===== config.mk =====
export PLATFORM = sky130hd
export DESIGN_NAME = pipe_ctrl_flat
export DESIGN_NICKNAME = d
export VERILOG_FILES = /design/src/rtl/pipe_ctrl_pkg.sv /design/src/rtl/pipe_ctrl_if.sv /design/src/rtl/pipe_ctrl_drain_cnt.sv /design/src/rtl/pipe_ctrl.sv /design/src/flat_wrapper.sv
export SDC_FILE = /design/constraint.sdc
export NUM_CORES = 1
export LEC_CHECK = 0
export BUFFER_PORTS_ARGS = -buffer_cell sky130_fd_sc_hd__clkbuf_2
export CAP_MARGIN = 15
export CORE_ASPECT_RATIO = 0.9
export CORE_MARGIN = 1.5
export CORE_UTILIZATION = 30
export CTS_CLUSTER_DIAMETER = 60
export DETAILED_ROUTE_END_ITERATION = 8
export PLACE_DENSITY_LB_ADDON = 0.12
export SYNTH_ARGS = -nofsm -noshare
export SYNTH_HDL_FRONTEND = slang
export SYNTH_HIERARCHICAL = 1
export SYNTH_SLANG_ARGS = --single-unit

===== constraint.sdc =====
create_clock -name clk_i -period 2 [get_ports clk_i]
set_input_delay 0.5 -clock clk_i [delete_from_list [all_inputs] [get_ports clk_i]]
set_output_delay 0.5 -clock clk_i [all_outputs]
set_load 0.01 [all_outputs]

===== src/rtl/pipe_ctrl_pkg.sv =====
// Shared types for the pipeline controller: FSM encoding, stall/flush bundles,
// PC width and the drain-counter width helper.
package pipe_ctrl_pkg;

    localparam int XLEN     = 64;
    localparam int PC_WIDTH = XLEN;

    typedef enum logic [2:0] {
        PCTRL_BOOT  = 3'd0,
        PCTRL_RUN   = 3'd1,
        PCTRL_FLUSH = 3'd2,
        PCTRL_DRAIN = 3'd3,
        PCTRL_REDIR = 3'd4
    } pctrl_state_e;

    // Bundle bit order, MSB first: stalls IF/ID/EX/MEM, flushes ID/EX/MEM/WB.
    typedef struct packed {
        logic if_s;
        logic id_s;
        logic ex_s;
        logic mem_s;
    } stall_t;

    typedef struct packed {
        logic id_f;
        logic ex_f;
        logic mem_f;
        logic wb_f;
    } flush_t;

    localparam stall_t STALL_ALL = stall_t'(4'hf);
    localparam flush_t FLUSH_ALL = flush_t'(4'hf);

    function automatic int unsigned cnt_width(input int unsigned max);
        return (max < 1) ? 1 : $clog2(max + 1);
    endfunction

endpackage


===== src/rtl/pipe_ctrl_if.sv =====
// Control bundle between the pipeline stages (master) and pipe_ctrl (slave).
// PIPE_CTRL_IRQ_EN adds the external-interrupt request signals.
interface pipe_ctrl_if;
    import pipe_ctrl_pkg::*;

    logic                wb_trap_i;
    logic [PC_WIDTH-1:0] wb_trap_pc_i;
    logic                ex_redirect_i;
    logic [PC_WIDTH-1:0] ex_redirect_pc_i;
    logic                id_load_use_i;
    logic                mem_busy_i;
    logic                if_busy_i;

    logic                if_stall_o;
    logic                id_stall_o;
    logic                ex_stall_o;
    logic                mem_stall_o;
    logic                id_flush_o;
    logic                ex_flush_o;
    logic                mem_flush_o;
    logic                wb_flush_o;
    logic                pc_redirect_o;
    logic [PC_WIDTH-1:0] pc_redirect_pc_o;
    logic                drain_timeout_o;
`ifdef PIPE_CTRL_IRQ_EN
    logic                irq_ext_i;
    logic                mstatus_mie_i;
    logic                mie_meie_i;
    logic                int_req_o;
`endif

    modport master (
`ifdef PIPE_CTRL_IRQ_EN
        output irq_ext_i, mstatus_mie_i, mie_meie_i,
        input  int_req_o,
`endif
        output wb_trap_i, wb_trap_pc_i, ex_redirect_i, ex_redirect_pc_i,
               id_load_use_i, mem_busy_i, if_busy_i,
        input  if_stall_o, id_stall_o, ex_stall_o, mem_stall_o,
               id_flush_o, ex_flush_o, mem_flush_o, wb_flush_o,
               pc_redirect_o, pc_redirect_pc_o, drain_timeout_o
    );

    modport slave (
`ifdef PIPE_CTRL_IRQ_EN
        input  irq_ext_i, mstatus_mie_i, mie_meie_i,
        output int_req_o,
`endif
        input  wb_trap_i, wb_trap_pc_i, ex_redirect_i, ex_redirect_pc_i,
               id_load_use_i, mem_busy_i, if_busy_i,
        output if_stall_o, id_stall_o, ex_stall_o, mem_stall_o,
               id_flush_o, ex_flush_o, mem_flush_o, wb_flush_o,
               pc_redirect_o, pc_redirect_pc_o, drain_timeout_o
    );

endinterface


===== src/rtl/pipe_ctrl_drain_cnt.sv =====
// Saturating drain counter with clear and enable; tc_o flags the last allowed
// drain cycle (count == MAX-1).
module pipe_ctrl_drain_cnt import pipe_ctrl_pkg::*; #(
    parameter int unsigned MAX = 255,
    parameter int unsigned W   = cnt_width(MAX)
) (
    input  logic clk_i,
    input  logic rst_i,
    input  logic clr_i,
    input  logic en_i,
    output logic tc_o
);

    localparam logic [W-1:0] CNT_MAX = W'(MAX);
    localparam logic [W-1:0] CNT_TC  = W'(MAX - 1);

    logic [W-1:0] cnt_q;

    always_ff @(posedge clk_i) begin
        if (rst_i || clr_i)
            cnt_q <= '0;
        else if (en_i && cnt_q != CNT_MAX)
            cnt_q <= cnt_q + W'(1);
    end

    assign tc_o = (cnt_q == CNT_TC);

endmodule


===== src/rtl/pipe_ctrl.sv =====
// Pipeline controller: arbitrates trap/branch redirects, load-use and MEM busy,
// and sequences trap entry (flush, drain, redirect). Option: PIPE_CTRL_IRQ_EN.
module pipe_ctrl import pipe_ctrl_pkg::*; #(
    parameter logic [PC_WIDTH-1:0] RESET_PC  = 64'h8000_0000,
    parameter int unsigned         DRAIN_MAX = 255
) (
    input  logic       clk_i,
    input  logic       rst_i,
    pipe_ctrl_if.slave bus
);

    pctrl_state_e        state_q, state_d;
    logic [PC_WIDTH-1:0] tgt_q, redir_pc;
    logic                tgt_ld, redir, timeout, drain_tc, busy;
    stall_t              stall;
    flush_t              flush;

    assign busy = bus.if_busy_i | bus.mem_busy_i;

    always_ff @(posedge clk_i) begin
        if (rst_i) begin
            state_q <= PCTRL_BOOT;
            tgt_q   <= RESET_PC;
        end else begin
            state_q <= state_d;
            if (tgt_ld)
                tgt_q <= bus.wb_trap_pc_i;
        end
    end

    pipe_ctrl_drain_cnt #(.MAX(DRAIN_MAX)) u_drain_cnt (
        .clk_i (clk_i),
        .rst_i (rst_i),
        .clr_i (state_q == PCTRL_FLUSH),
        .en_i  (state_q == PCTRL_DRAIN),
        .tc_o  (drain_tc)
    );

    always_comb begin
        state_d  = state_q;
        stall    = '0;
        flush    = '0;
        redir    = 1'b0;
        redir_pc = tgt_q;
        timeout  = 1'b0;
        tgt_ld   = 1'b0;
        unique case (state_q)
            PCTRL_BOOT: begin
                redir    = 1'b1;
                redir_pc = RESET_PC;
                flush    = FLUSH_ALL;
                state_d  = PCTRL_RUN;
            end
            PCTRL_RUN: begin
                if (bus.wb_trap_i) begin
                    flush   = FLUSH_ALL;
                    tgt_ld  = 1'b1;
                    state_d = PCTRL_FLUSH;
                end else if (bus.mem_busy_i) begin
                    // EX is held, so a pending branch re-asserts once MEM frees.
                    stall      = STALL_ALL;
                    flush.wb_f = 1'b1;
                end else if (bus.ex_redirect_i) begin
                    redir      = 1'b1;
                    redir_pc   = bus.ex_redirect_pc_i;
                    flush.id_f = 1'b1;
                    flush.ex_f = 1'b1;
                end else if (bus.id_load_use_i) begin
                    stall.if_s = 1'b1;
                    stall.id_s = 1'b1;
                    flush.ex_f = 1'b1;
                end
            end
            PCTRL_FLUSH: begin
                stall   = STALL_ALL;
                flush   = FLUSH_ALL;
                state_d = busy ? PCTRL_DRAIN : PCTRL_REDIR;
            end
            PCTRL_DRAIN: begin
                stall = STALL_ALL;
                flush = FLUSH_ALL;
                if (!busy) begin
                    state_d = PCTRL_REDIR;
                end else if (drain_tc) begin
                    timeout = 1'b1;
                    state_d = PCTRL_REDIR;
                end
            end
            PCTRL_REDIR: begin
                redir      = 1'b1;
                flush.id_f = 1'b1;
                state_d    = PCTRL_RUN;
            end
            default: state_d = PCTRL_BOOT;
        endcase
    end

    // Outputs are forced quiet for as long as reset is held.
    assign bus.if_stall_o       = ~rst_i & stall.if_s;
    assign bus.id_stall_o       = ~rst_i & stall.id_s;
    assign bus.ex_stall_o       = ~rst_i & stall.ex_s;
    assign bus.mem_stall_o      = ~rst_i & stall.mem_s;
    assign bus.id_flush_o       = ~rst_i & flush.id_f;
    assign bus.ex_flush_o       = ~rst_i & flush.ex_f;
    assign bus.mem_flush_o      = ~rst_i & flush.mem_f;
    assign bus.wb_flush_o       = ~rst_i & flush.wb_f;
    assign bus.pc_redirect_o    = ~rst_i & redir;
    assign bus.pc_redirect_pc_o = (~rst_i & redir) ? redir_pc : '0;
    assign bus.drain_timeout_o  = ~rst_i & timeout;

`ifdef PIPE_CTRL_IRQ_EN
    logic irq_q;

    always_ff @(posedge clk_i) begin
        if (rst_i)
            irq_q <= 1'b0;
        else
            irq_q <= bus.irq_ext_i & bus.mstatus_mie_i & bus.mie_meie_i
                   & (state_q inside {PCTRL_BOOT, PCTRL_RUN});
    end

    assign bus.int_req_o = ~rst_i & irq_q & (state_q == PCTRL_RUN) & ~bus.wb_trap_i;
`endif

endmodule


===== src/flat_wrapper.sv =====
// flat-port wrapper written by rule: the top's interface ports become plain ports
module pipe_ctrl_flat import pipe_ctrl_pkg::*;
#(
    parameter logic [PC_WIDTH-1:0] RESET_PC  = 64'h8000_0000,
    parameter int unsigned         DRAIN_MAX = 255
)
  (clk_i, rst_i, bus_wb_trap_i, bus_wb_trap_pc_i, bus_ex_redirect_i, bus_ex_redirect_pc_i, bus_id_load_use_i, bus_mem_busy_i, bus_if_busy_i, bus_if_stall_o, bus_id_stall_o, bus_ex_stall_o, bus_mem_stall_o, bus_id_flush_o, bus_ex_flush_o, bus_mem_flush_o, bus_wb_flush_o, bus_pc_redirect_o, bus_pc_redirect_pc_o, bus_drain_timeout_o);
  pipe_ctrl_if bus_i ();
  input  logic clk_i;
  input  logic rst_i;
  input wire logic [$bits(bus_i.wb_trap_i)-1:0] bus_wb_trap_i;
  input wire logic [$bits(bus_i.wb_trap_pc_i)-1:0] bus_wb_trap_pc_i;
  input wire logic [$bits(bus_i.ex_redirect_i)-1:0] bus_ex_redirect_i;
  input wire logic [$bits(bus_i.ex_redirect_pc_i)-1:0] bus_ex_redirect_pc_i;
  input wire logic [$bits(bus_i.id_load_use_i)-1:0] bus_id_load_use_i;
  input wire logic [$bits(bus_i.mem_busy_i)-1:0] bus_mem_busy_i;
  input wire logic [$bits(bus_i.if_busy_i)-1:0] bus_if_busy_i;
  output wire logic [$bits(bus_i.if_stall_o)-1:0] bus_if_stall_o;
  output wire logic [$bits(bus_i.id_stall_o)-1:0] bus_id_stall_o;
  output wire logic [$bits(bus_i.ex_stall_o)-1:0] bus_ex_stall_o;
  output wire logic [$bits(bus_i.mem_stall_o)-1:0] bus_mem_stall_o;
  output wire logic [$bits(bus_i.id_flush_o)-1:0] bus_id_flush_o;
  output wire logic [$bits(bus_i.ex_flush_o)-1:0] bus_ex_flush_o;
  output wire logic [$bits(bus_i.mem_flush_o)-1:0] bus_mem_flush_o;
  output wire logic [$bits(bus_i.wb_flush_o)-1:0] bus_wb_flush_o;
  output wire logic [$bits(bus_i.pc_redirect_o)-1:0] bus_pc_redirect_o;
  output wire logic [$bits(bus_i.pc_redirect_pc_o)-1:0] bus_pc_redirect_pc_o;
  output wire logic [$bits(bus_i.drain_timeout_o)-1:0] bus_drain_timeout_o;
  assign bus_i.wb_trap_i = bus_wb_trap_i;
  assign bus_i.wb_trap_pc_i = bus_wb_trap_pc_i;
  assign bus_i.ex_redirect_i = bus_ex_redirect_i;
  assign bus_i.ex_redirect_pc_i = bus_ex_redirect_pc_i;
  assign bus_i.id_load_use_i = bus_id_load_use_i;
  assign bus_i.mem_busy_i = bus_mem_busy_i;
  assign bus_i.if_busy_i = bus_if_busy_i;
  assign bus_if_stall_o = bus_i.if_stall_o;
  assign bus_id_stall_o = bus_i.id_stall_o;
  assign bus_ex_stall_o = bus_i.ex_stall_o;
  assign bus_mem_stall_o = bus_i.mem_stall_o;
  assign bus_id_flush_o = bus_i.id_flush_o;
  assign bus_ex_flush_o = bus_i.ex_flush_o;
  assign bus_mem_flush_o = bus_i.mem_flush_o;
  assign bus_wb_flush_o = bus_i.wb_flush_o;
  assign bus_pc_redirect_o = bus_i.pc_redirect_o;
  assign bus_pc_redirect_pc_o = bus_i.pc_redirect_pc_o;
  assign bus_drain_timeout_o = bus_i.drain_timeout_o;
  pipe_ctrl #(.RESET_PC(RESET_PC), .DRAIN_MAX(DRAIN_MAX)) u_core (.clk_i(clk_i), .rst_i(rst_i), .bus(bus_i));
endmodule

* Word-level counts from Yosys, hierarchy flattened
Cells that the tools add are included.
** Word-level totals
- Bits in registers :: 75
- Input bits :: 135
- Output and inout bits :: 74
** Operators by class
- Add/sub/neg operators :: 1
- Eq/ne operators :: 8
- Muxes and demuxes :: 33
- Bitwise gates (word level) :: 12
- Reductions and logical operators :: 8
** Operators by type and width (count)
- 64-bit two-way mux :: 4
- 64-bit case mux with 2 select lines :: 1
- 1-bit two-way mux :: 12
- 2-bit two-way mux :: 6
- 3-bit two-way mux :: 4
- 3-bit case mux with 4 select lines :: 1
- 1-bit AND :: 10
- 8-bit by 1-bit adder with 8-bit output, second input constant :: 1
- 8-bit == test, second input constant :: 1
- 8-bit != test, second input constant :: 1
- 4-bit case mux with 2 select lines :: 1
- 3-bit by 2-bit == test with 1-bit output, second input constant :: 2
- 3-bit case mux with 2 select lines :: 1
- 4-bit two-way mux :: 1
- 1-bit case mux with 2 select lines :: 2
- 2-bit OR reduction :: 2
- 4-bit OR reduction :: 1
- 3-bit by 1-bit == test with 1-bit output, second input constant :: 1
- 3-bit == test, second input constant :: 1
- 3-bit zero test :: 1
- 3-bit by 2-bit != test with 1-bit output, second input constant :: 1
- 3-bit OR reduction :: 1
- 2-bit != test, second input constant :: 1
- 2-bit AND reduction :: 1
- 4 further kinds :: 4

* Logic depth before layout (Yosys ltp)
- Depth in word-level cells :: 6
- Depth in mapped cells :: 6
- Gate-level depth less buffers :: 6

* Cells and area by module
Netlist, hierarchy kept.
** By module, submodules not included
- pipe_ctrl :: times used 1, cells each 406, area an instance 3373.2 um^2, sequential area each 1341.3 um^2
- pipe_ctrl_drain_cnt :: times used 1, cells each 50, area an instance 449.2 um^2, sequential area each 160.2 um^2

* Worst setup path before layout
No wires, ideal clock.
- Kind :: input port to output port
- Start :: input port bus_wb_trap_i
- End :: output port bus_if_stall_o
- Arrival :: 1.528 ns
- Required time :: 1.500 ns
- Setup slack :: -0.028 ns
- Stages :: 4
- Path buffers :: 1
- Cell sequence :: nor3b_1 -> o21ai_0 -> a21oi_1 -> buf_4
** Between the ends
- Word-level cells in the longest chain between the ends :: 3
** RTL lines
- start, declared :: line flat_wrapper.sv:11 : input wire logic [$bits(bus_i.wb_trap_i)-1:0] bus_wb_trap_i;
- 4-bit two-way mux :: line pipe_ctrl.sv:55 : if (bus.wb_trap_i) begin
- 4-bit case mux with 2 select lines :: line pipe_ctrl.sv:47 : unique case (state_q)
- 1-bit AND :: line pipe_ctrl.sv:99 : assign bus.if_stall_o = ~rst_i & stall.if_s;
- end, declared :: line flat_wrapper.sv:18 : output wire logic [$bits(bus_i.if_stall_o)-1:0] bus_if_stall_o;
No other way between the ends.

* Final worst setup path
- Start :: register u_core.state_q[1]
- End :: output port bus_pc_redirect_pc_o[30]
** Between the ends
- Word-level cells in the longest chain between the ends :: 5
- Elaborated cells on any way between the ends :: 8
- Those cells by class :: eq/ne: 2; mux: 3; bitwise: 1; reduce/logical: 2
** RTL lines
- start, declared :: line pipe_ctrl.sv:12 : pctrl_state_e state_q, state_d;
- start signal, assigned :: line pipe_ctrl.sv:25 : state_q <= state_d;
- 3-bit == test or 3-bit zero test (tied branches) :: line pipe_ctrl.sv:47
- 2-bit OR reduction (no line)
- 1-bit case mux with 2 select lines :: line pipe_ctrl.sv:47
- 1-bit AND :: line pipe_ctrl.sv:108 : assign bus.pc_redirect_pc_o = (~rst_i & redir) ? redir_pc : '0;
- 64-bit two-way mux (*) :: line pipe_ctrl.sv:108
- end, declared :: line flat_wrapper.sv:27 : output wire logic [$bits(bus_i.pc_redirect_pc_o)-1:0] bus_pc_redirect_pc_o;
Every way passes the cells marked *; elsewhere a longest branch is shown, timed or not.

==> flow_metrics.tcl <==
set metrics [dict create \
    setup.worst_path.end_class "output port" \
    gr-total-overflow 0 \
    hold_viol_final 0 \
    pre_cts_ws_ns -0.1691 \
    wl_per_cell_um 15.12 \
    drt_first_pass_iters 4 \
    ys_ff_latch 75 \
    dp_hpwl_um 8163 \
    area_growth_pct 52.27 \
    cts_root_buf "clkbuf_16" \
    synthesis.area_um2 3822 \
    slowest_delay_ns 0.35 \
    yosysMostFrequentCell "nand2_1" \
    vias 4099 \
    skew_ns 0.007841 \
    fp.dieH_um 110.1 \
    chipWidth_um 122.0 \
    max_freq_mhz 445.2 \
    clk_transition_reported_paths_ns 0.06 \
    p_leak_nw 2.626 \
    worst_pin_slew_ns 0.4321 \
    status "finished, violations left" \
    grt_pass1_wl_um 17770 \
    gr-usage-met2 0.2833 \
    crit_path_max_fanout 10 \
    cts_tree "yes" \
    cts_max_level 3 \
    utilization 0.4763 \
    place_congestion 0.8183 \
    power_density_nw_per_um2 671.9 \
    synth.top_cell.area_share 0.3928 \
    pin_count 209 \
    drt_wl_total_um 12620 \
    fin_crit_ns 2.246 \
    cts_sinks 75 \
    path_cells "or2_4 > nor3b_4 > buf_6 > buf_12 > a22o_1 > buf_2" \
    top_usage_layer "met2" \
    start_kind "register" \
    worstPathArrival_ns 1.75 \
    use_met1 0.2150 \
    synth.top_cells.by_count "nand2_1, dfxtp_1, a21oi_1" \
    cts_buffers 9 \
    grt_pass1_vias 3611 \
    netlist_instances 456 \
    layout-drive-gt1-share 0.4756 \
    setup_viol 67 \
    grtUsageMet3 0.04733 \
    syn_avg_cell_area_um2 8.382 \
    violations "setup timing" \
    cp.required_ns 1.50 \
    setup.worst_path.class "register to output port" \
    drc_errors 0 \
    synth_edf_count 0 \
    num_antenna_cells 0 \
    port_buffers 208 \
    synthArstFlopShare 0 \
    rsz0062_at_grt "true" \
    yosys.area.top_type "dfxtp_1" \
    setup_ws_ns -0.2462 \
    yosysSeqAreaShare 0.3928 \
    synth_nets 593 \
    ys_types 47 \
    maxSlewHeadroom 0.7119 \
    ant_nets 0 \
    nFillCells 1241 \
    final_nets 809 \
    start_util 0.3128 \
    die-area_um2 13430 \
    cts_max_path_buffers 2 \
    drt-vias-per-instance 4.909 \
    antenna_found_initial 0 \
    timing.hold.ws_ns 0.3892 \
    grt_usage 0.1686 \
    rrSetupSlack_ns 0.27 \
    std_cell_rows 38 \
    finalMaxSlewViolations 0 \
    clk_latency_ns 0.33 \
    ir_drop_v 0.0004348 \
    grt_max_degree 42 \
    min_path_type "primary input to register" \
    synth_flop_cell "dfxtp_1" \
    max-cap-violations 0 \
    core_region_area_um2 12220 \
    yosysWarnings 6 \
    period_share 1.123 \
    ys_top_cells_by_area "dfxtp_1, nand2_1, a21oi_1, a22o_1, a22o_2" \
    cpMaxStageDelayCell "dfxtp_4" \
    initialDrtViolationCount 189 \
]
==> path summary, 6_finish.rpt <==
check,from,end,depth (start not counted)
setup / recovery,u_core/state_q[1],bus_pc_redirect_pc_o[30],6
hold / removal,bus_wb_trap_pc_i[14],u_core/tgt_q[14],3
setup reg to reg,u_core/state_q[0],u_core/tgt_q[44],8
hold reg to reg,u_core/tgt_q[11],u_core/tgt_q[11],2
==> per-stage QoR <==
step	area [µm²]	cells	total power, W	setup TNS [ns]
after global routing	5821	835	0.004125	-18.46
after global placement	4980	806	0.002209	-6.680
after detailed placement	4980	806	0.002216	-8.785
after floorplan	3831	456	0.001952	0
final	5821	835	0.003911	-13.41
after CTS	5502	830	0.003940	-13.98
==> power by group <==
group	switching, W	internal [W]
registers	0.0000537	0.00158
clock network	0.000596	0.00108
logic	0.000306	0.000302
==> logic make-up after synthesis <==
family,synth area share
multiplexers,0.007856
flip-flops,0.3928
AO/OA/AOI/OAI,0.2858
AND/OR/NAND/NOR,0.2046
adder cells (fa/ha/maj),0.006546
buffers and inverters,0.1025
==> critical path: cells and delay by family, from the launching register on <==
| family | cells | cell delay (ns) |
|---|---|---|
| AO/OA/AOI/OAI | 1 | 0.14 |
| buffers and inverters | 3 | 0.50 |
| flip-flops | 1 | 0.35 |
| AND/OR/NAND/NOR | 2 | 0.44 |
==> cell usage in the layout, fill, tap and decap left out, types with 5 or more instances in the layout <==
| master | n |
|---|---|
| nand2_1 | 133 |
| clkbuf_16 | 12 |
| a21oi_1 | 69 |
| dfxtp_1 | 68 |
| buf_2 | 33 |
| buf_6 | 22 |
| a22o_4 | 8 |
| buf_12 | 6 |
| a22o_1 | 35 |
| a22o_2 | 20 |
| clkbuf_2 | 156 |
| nor2_1 | 5 |
| o21ai_0 | 6 |
| buf_4 | 23 |
==> timing repair <==
| item | 4_1_cts | 5_1_grt |
|---|---|---|
| resized for setup | 16 | 97 |
| setup buffers | 8 | 2 |
| cloned | 4 | 3 |
| hold buffers | 0 | 0 |
| endpoints found under the setup margin | 69 | 74 |
| pin swaps | 4 | 9 |
==> routing by layer <==
metal,wire (µm),share of wire
met1,5590,0.44
met2,6120,0.48
met3,806,0.064
met4,105,0.0083
met5,0,0
==> sequential cells by signal, indices dropped and copies added (netlist names) <==
| name | count |
|---|---|
| u_core/state_q | 3 |
| u_core/u_drain_cnt/cnt_q | 8 |
| u_core/tgt_q | 64 |
==> layout make-up <==
cell class                      instances  area, µm²  share of cell area
Multi-Input combinational cell        334       2102              0.3611
Timing Repair Buffer                  247       1677              0.2880
Sequential cell                        75       1518              0.2607
Clock buffer                            9      225.2             0.03869
Tap cell                              160      200.2             0.03439
Clock inverter                          5      80.08             0.01376
Inverter                                5      18.77            0.003224
No activity file was read; power rests on OpenSTA's default activity.
